===== src/rtl/sweep_ctrl_if.sv =====
// Sweep controller bus: run controls plus the driven counter control/status.
// Ports: master = sweep_ctrl side, slave = environment/counter side.
interface sweep_ctrl_if #(
    parameter int N     = 8,
    parameter int DIV_W = 16
);
    logic             start;
    logic             stop;
    logic [DIV_W-1:0] div;
    logic [N-1:0]     start_val;
    logic             max_tick;
    logic             min_tick;
    logic             syn_clr;
    logic             load;
    logic             en;
    logic             up;
    logic [N-1:0]     d;
    logic             busy;
    logic             sweep_done;
    logic [15:0]      sweeps;

    modport master (
        input  start, stop, div, start_val, max_tick, min_tick,
        output syn_clr, load, en, up, d, busy, sweep_done, sweeps
    );

    modport slave (
        output start, stop, div, start_val, max_tick, min_tick,
        input  syn_clr, load, en, up, d, busy, sweep_done, sweeps
    );
endinterface


===== src/rtl/sweep_ctrl.sv =====
// Up/down sweep controller driving an external universal binary counter.
// Ports: clk, reset (sync, active high), bus (sweep_ctrl_if.master).
// Option: define SWEEP_CTRL_SWEEP_CNT_EN to build the saturating sweep counter.
module sweep_ctrl #(
    parameter int N     = 8,
    parameter int DIV_W = 16
) (
    input  logic clk,
    input  logic reset,
    sweep_ctrl_if.master bus
);
    typedef enum logic [1:0] {
        IDLE   = 2'd0,
        LOAD   = 2'd1,
        RUN_UP = 2'd2,
        RUN_DN = 2'd3
    } state_e;

    state_e           state_q, state_d;
    logic [DIV_W-1:0] div_q, div_d;
    logic [DIV_W-1:0] presc_q, presc_d;
    logic [N-1:0]     d_q, d_d;

    logic run;
    logic terminal;
    logic syn_clr;
    logic load;
    logic en;
    logic up;
    logic done;

    assign run      = (state_q == RUN_UP) || (state_q == RUN_DN);
    assign terminal = run && (presc_q == div_q);

    always_comb begin
        state_d = state_q;
        div_d   = div_q;
        d_d     = d_q;
        presc_d = presc_q;
        syn_clr = 1'b0;
        load    = 1'b0;
        en      = 1'b0;
        up      = 1'b1;
        done    = 1'b0;
        unique case (state_q)
            IDLE: begin
                presc_d = '0;
                // stop beats start: nothing is captured
                if (bus.start && !bus.stop) begin
                    div_d   = bus.div;
                    d_d     = bus.start_val;
                    state_d = LOAD;
                end
            end
            LOAD: begin
                presc_d = '0;
                if (bus.stop) begin
                    syn_clr = 1'b1;
                    state_d = IDLE;
                end else begin
                    load    = 1'b1;
                    state_d = RUN_UP;
                end
            end
            RUN_UP: begin
                presc_d = terminal ? '0 : presc_q + 1'b1;
                if (bus.stop) begin
                    syn_clr = 1'b1;
                    presc_d = '0;
                    state_d = IDLE;
                end else if (terminal) begin
                    en = 1'b1;
                    // reverse at the top instead of wrapping
                    if (bus.max_tick) begin
                        up      = 1'b0;
                        state_d = RUN_DN;
                    end
                end
            end
            RUN_DN: begin
                up      = 1'b0;
                presc_d = terminal ? '0 : presc_q + 1'b1;
                if (bus.stop) begin
                    syn_clr = 1'b1;
                    presc_d = '0;
                    state_d = IDLE;
                end else if (terminal) begin
                    en = 1'b1;
                    // bottom reached: sweep complete, head back up
                    if (bus.min_tick) begin
                        up      = 1'b1;
                        done    = 1'b1;
                        state_d = RUN_UP;
                    end
                end
            end
            default: begin
                state_d = IDLE;
            end
        endcase
    end

    always_ff @(posedge clk) begin
        if (reset) begin
            state_q <= IDLE;
            div_q   <= '0;
            presc_q <= '0;
            d_q     <= '0;
        end else begin
            state_q <= state_d;
            div_q   <= div_d;
            presc_q <= presc_d;
            d_q     <= d_d;
        end
    end

`ifdef SWEEP_CTRL_SWEEP_CNT_EN
    logic [15:0] sweeps_q, sweeps_d;

    always_comb begin
        sweeps_d = sweeps_q;
        if (done && (sweeps_q != 16'hFFFF)) begin
            sweeps_d = sweeps_q + 16'd1;
        end
    end

    // survives stop/start; only reset clears it
    always_ff @(posedge clk) begin
        if (reset) begin
            sweeps_q <= '0;
        end else begin
            sweeps_q <= sweeps_d;
        end
    end

    assign bus.sweeps = sweeps_q;
`else
    assign bus.sweeps = 16'h0000;
`endif

    assign bus.syn_clr    = syn_clr;
    assign bus.load       = load;
    assign bus.en         = en;
    assign bus.up         = up;
    assign bus.d          = d_q;
    assign bus.busy       = (state_q != IDLE);
    assign bus.sweep_done = done;

endmodule

===== src/flat_wrapper.sv =====
// flat-port wrapper written by rule: the top's interface ports become plain ports
module sweep_ctrl_flat 
#(
    parameter int N     = 8,
    parameter int DIV_W = 16
)
  (clk, reset, bus_start, bus_stop, bus_div, bus_start_val, bus_max_tick, bus_min_tick, bus_syn_clr, bus_load, bus_en, bus_up, bus_d, bus_busy, bus_sweep_done, bus_sweeps);
  sweep_ctrl_if #(.N(N), .DIV_W(DIV_W)) bus_i ();
  input  logic clk;
  input  logic reset;
  input wire logic [$bits(bus_i.start)-1:0] bus_start;
  input wire logic [$bits(bus_i.stop)-1:0] bus_stop;
  input wire logic [$bits(bus_i.div)-1:0] bus_div;
  input wire logic [$bits(bus_i.start_val)-1:0] bus_start_val;
  input wire logic [$bits(bus_i.max_tick)-1:0] bus_max_tick;
  input wire logic [$bits(bus_i.min_tick)-1:0] bus_min_tick;
  output wire logic [$bits(bus_i.syn_clr)-1:0] bus_syn_clr;
  output wire logic [$bits(bus_i.load)-1:0] bus_load;
  output wire logic [$bits(bus_i.en)-1:0] bus_en;
  output wire logic [$bits(bus_i.up)-1:0] bus_up;
  output wire logic [$bits(bus_i.d)-1:0] bus_d;
  output wire logic [$bits(bus_i.busy)-1:0] bus_busy;
  output wire logic [$bits(bus_i.sweep_done)-1:0] bus_sweep_done;
  output wire logic [$bits(bus_i.sweeps)-1:0] bus_sweeps;
  assign bus_i.start = bus_start;
  assign bus_i.stop = bus_stop;
  assign bus_i.div = bus_div;
  assign bus_i.start_val = bus_start_val;
  assign bus_i.max_tick = bus_max_tick;
  assign bus_i.min_tick = bus_min_tick;
  assign bus_syn_clr = bus_i.syn_clr;
  assign bus_load = bus_i.load;
  assign bus_en = bus_i.en;
  assign bus_up = bus_i.up;
  assign bus_d = bus_i.d;
  assign bus_busy = bus_i.busy;
  assign bus_sweep_done = bus_i.sweep_done;
  assign bus_sweeps = bus_i.sweeps;
  sweep_ctrl #(.N(N), .DIV_W(DIV_W)) u_core (.clk(clk), .reset(reset), .bus(bus_i));
endmodule

===== config.mk =====
export PLATFORM = sky130hd
export DESIGN_NAME = sweep_ctrl_flat
export DESIGN_NICKNAME = d
export VERILOG_FILES = /design/src/rtl/sweep_ctrl_if.sv /design/src/rtl/sweep_ctrl.sv /design/src/flat_wrapper.sv
export SDC_FILE = /design/constraint.sdc
export NUM_CORES = 1
export LEC_CHECK = 0
export CAP_MARGIN = 20
export CORE_AREA = 2 2 67 69
export DETAILED_ROUTE_END_ITERATION = 10
export DIE_AREA = 0 0 69 71
export PLACE_DENSITY = 0.82
export REMOVE_ABC_BUFFERS = 1
export SETUP_SLACK_MARGIN = 0.3
export SYNTH_ARGS = -nofsm -noshare
export SYNTH_HDL_FRONTEND = slang
export SYNTH_SLANG_ARGS = --single-unit

===== constraint.sdc =====
create_clock -name clk -period 3 [get_ports clk]
set_input_delay 0.6 -clock clk [delete_from_list [all_inputs] [get_ports clk]]
set_output_delay 0.6 -clock clk [all_outputs]
set_load 0.1 [all_outputs]

==> impl_metrics.ini, run 1 <==
[layout]
n_antenna_cell = 0
multi_input_area_um2 = 1047
nFillCells = 378
seqCellArea_um2 = 842.1
drive_gt1_share_pct = 13.73
area_growth_syn_to_layout_pct = 27.66
nets = 315
utilization_pct = 61.13
layout.cells.non_filler = 336

[synth]
synth-async-reset-ratio_pct = 0
yosysWarningCount = 0
synth_common_cells = nand2_1 (57), dfxtp_1 (42), a21oi_1 (24)
netlist.area_leader.share_pct = 41.77
synth_ff_type = dfxtp_1
synth_top_cell_by_area = dfxtp_1
ys_types = 36
ys_seq_area_share_pct = 41.77
synthesis.area_um2 = 2013
synthCells = 240
synth.ff_latch_count = 42
synth_area_per_cell_um2 = 8.388
yosysMostFrequentCell = nand2_1
synth_area_leaders = dfxtp_1 (42%), nand2_1 (11%), xnor2_1 (9.1%)
synth_edf_count = 0

[detailed_routing]
vias = 1639
drc_errors = 0
drtIter0Drc = 90
ant_nets = 0
wirelength_mm = 4.026
wl_per_cell_um = 11.98
dr.pass1.iters = 4
vias_per_cell = 4.878

[worst_setup_path]
cp.required_ns = 2.40
critPathSlowestCell = clkdlybuf4s50_1
worstSetupPathType = primary input to output pin
cp_max_fo = 7
endpoint_kind = output pin
startpoint_type = primary input
crit_chain = clkdlybuf4s50_1 > buf_4 > nor2_1 > nand3_1 > o22a_1 > buf_12
arrival_ns = 1.96
crit_family = buffers and inverters
slowest_delay_ns = 0.53
crit_buf_inv = 3

[clock_tree]
post_cts_buffers = 0
clk_latency_ns = 0.30
clk_path_buf_depth = 2
ctsHtreeMaxLevel = 2
cts_sinks = 42
cts-root-buf = clkbuf_8
holdBufCountCts = 0
path_clk_slew_ns = 0.07
cts_buffers = 5
cts_tree = built

[hold_path]
holdCritPathClass = flip-flop to flip-flop

[floorplanning]
fp-row-count = 24
die_w_um = 69
die_h_um = 71
die_area_um2 = 4899
start_util_pct = 47.89
core_um2 = 4204
io_pins = 60

[global_route]
grt-ovfl-total = 0
grt_pass1_wl_mm = 6.796
track_usage_pct = 17.12
grt_max_degree = 25
first_global_vias = 1569
grt_antenna_before_repair = 0

[power_and_ir_drop]
peakVddDrop_mv = 0.3478
leakagePower_nw = 0.9414
p_per_area_nw_per_um2 = 508.9

[timing]
fin_worst_skew_ns = 0.003244
drv_slew = 0
period_minus_slack_ns = 2.564
timing.fmax_ghz = 0.3900
finalSetupViolations = 0
rsz0062_at_grt = false
finalCritPeriodShare_pct = 85.48
finalHoldViolCount = 0
holdWs_ns = 0.4578

[placed_design]
place.gp.congestion = 0.8013
hpwl_mm = 2.833
placed_cells = 329
numPortBuffers = 43

[flow_run]
maxCapViolCount = 0

[outcome]
status = complete, no violations
==> report_power, final <==
| group | switching (mW) | leakage [nW] | internal [mW] | total (mW) |
|---|---|---|---|---|
| Combinational | 0.192 | 0.543 | 0.0744 | 0.267 |
| Clock | 0.190 | 0.0573 | 0.266 | 0.456 |
| Sequential | 0.0117 | 0.342 | 0.573 | 0.585 |
| Total | 0.394 | 0.941 | 0.914 | 1.31 |
==> repair_timing <==
| item | CTS | global route |
|---|---|---|
| endpoints found under the setup margin | 1 | 1 |
| cloned | 0 | 0 |
| resized for setup | 1 | 3 |
==> final cells by class <==
cell class	instances	share of cell area (%)
clock buffers	6	3.213
clock inverters	1	1.168
inverters	2	0.2921
multi-input cells	185	40.75
flip-flops and latches	42	32.77
well taps	52	2.532
repair buffers	48	19.28
==> layout by cell type, fill, tap and decap left out, types with 2 or more instances in the layout <==
cell type / n
a211oi_1: 2
a21oi_1: 24
and3_1: 4
buf_12: 5
buf_4: 14
clkbuf_8: 6
clkdlybuf4s50_1: 29
conb_1: 16
dfxtp_1: 41
nand2_1: 57
nand3_1: 8
nand4_1: 5
nor2_1: 18
nor2_2: 2
nor3_2: 2
nor3b_1: 2
xnor2_1: 21
xor2_1: 9
==> path summary, 6_finish.rpt <==
check                                                  start                        endpoint  slack, ns  depth (start not counted)
worst max-delay path                                bus_stop                          bus_up       0.44                          6
worst min-delay path            u_core.bus.d[2]$_SDFFE_PP0P_    u_core.bus.d[2]$_SDFFE_PP0P_       0.46                          2
worst max register to register  u_core.presc_q[0]$_SDFF_PP0_  u_core.state_q[0]$_SDFFE_PP0P_       1.37                          5
worst min register to register  u_core.bus.d[2]$_SDFFE_PP0P_    u_core.bus.d[2]$_SDFFE_PP0P_       0.46                          2
==> worst min-delay path: cells and delay by family, from the launching register on <==
| family | cells | cell delay, ns |
|---|---|---|
| flops | 1 | 0.31 |
| compound gates | 1 | 0.05 |
| simple gates | 1 | 0.05 |
==> stage by stage <==
step | power (mW) | TNS (ns) | setup slack (ns) | cell area, um2
after floorplan | 0.7830 | -1.828 | -1.440 | 1878
final | 1.308 | 0 | 0.4356 | 2570
after global routing | 1.357 | 0 | 0.3071 | 2570
after CTS | 1.316 | 0 | 0.3667 | 2557
after detailed placement | 0.8620 | 0 | 0.5150 | 2439
after global placement | 0.8588 | 0 | 0.5300 | 2439
==> registers in the layout, indices dropped and copies added (netlist names) <==
register,flops
u_core.presc_q,16
u_core.state_q,2
u_core.div_q,16
u_core.bus.d,8
==> kinds of logic after synthesis <==
| group | after synthesis | share of synthesized area [%] |
|---|---|---|
| adder cells (fa/ha/maj) | 1 | 0.6214 |
| AND/OR/NAND/NOR | 108 | 25.73 |
| XOR/XNOR | 30 | 13.05 |
| other | 1 | 0.1863 |
| AO/OA/AOI/OAI | 28 | 7.645 |
| multiplexers | 2 | 1.119 |
| buffers and inverters | 28 | 9.881 |
| flip-flops | 42 | 41.77 |
==> metal layers <==
metal  wire length (um)  GRT usage, %  vias to the layer above  share of wire, %
li1                   -             -                      840                 -
met1               1801         21.30                      752                45
met2               1975         27.46                       38                49
met5                  0             0                        -                 0
met3                164         5.556                        9               4.1
met4                 85         7.190                        0               2.1
Power figures use the tool's default switching activity.
==> run 2: changes to the inputs <==
--- a/config.mk
+++ b/config.mk
@@ -12,6 +12,7 @@
 export PLACE_DENSITY = 0.82
 export REMOVE_ABC_BUFFERS = 1
 export SETUP_SLACK_MARGIN = 0.3
+export SLEW_MARGIN = 20
 export SYNTH_ARGS = -nofsm -noshare
 export SYNTH_HDL_FRONTEND = slang
 export SYNTH_SLANG_ARGS = --single-unit
==> results of run 2 <==
No change in the layout: final DEF, timing and power equal those of run 1.
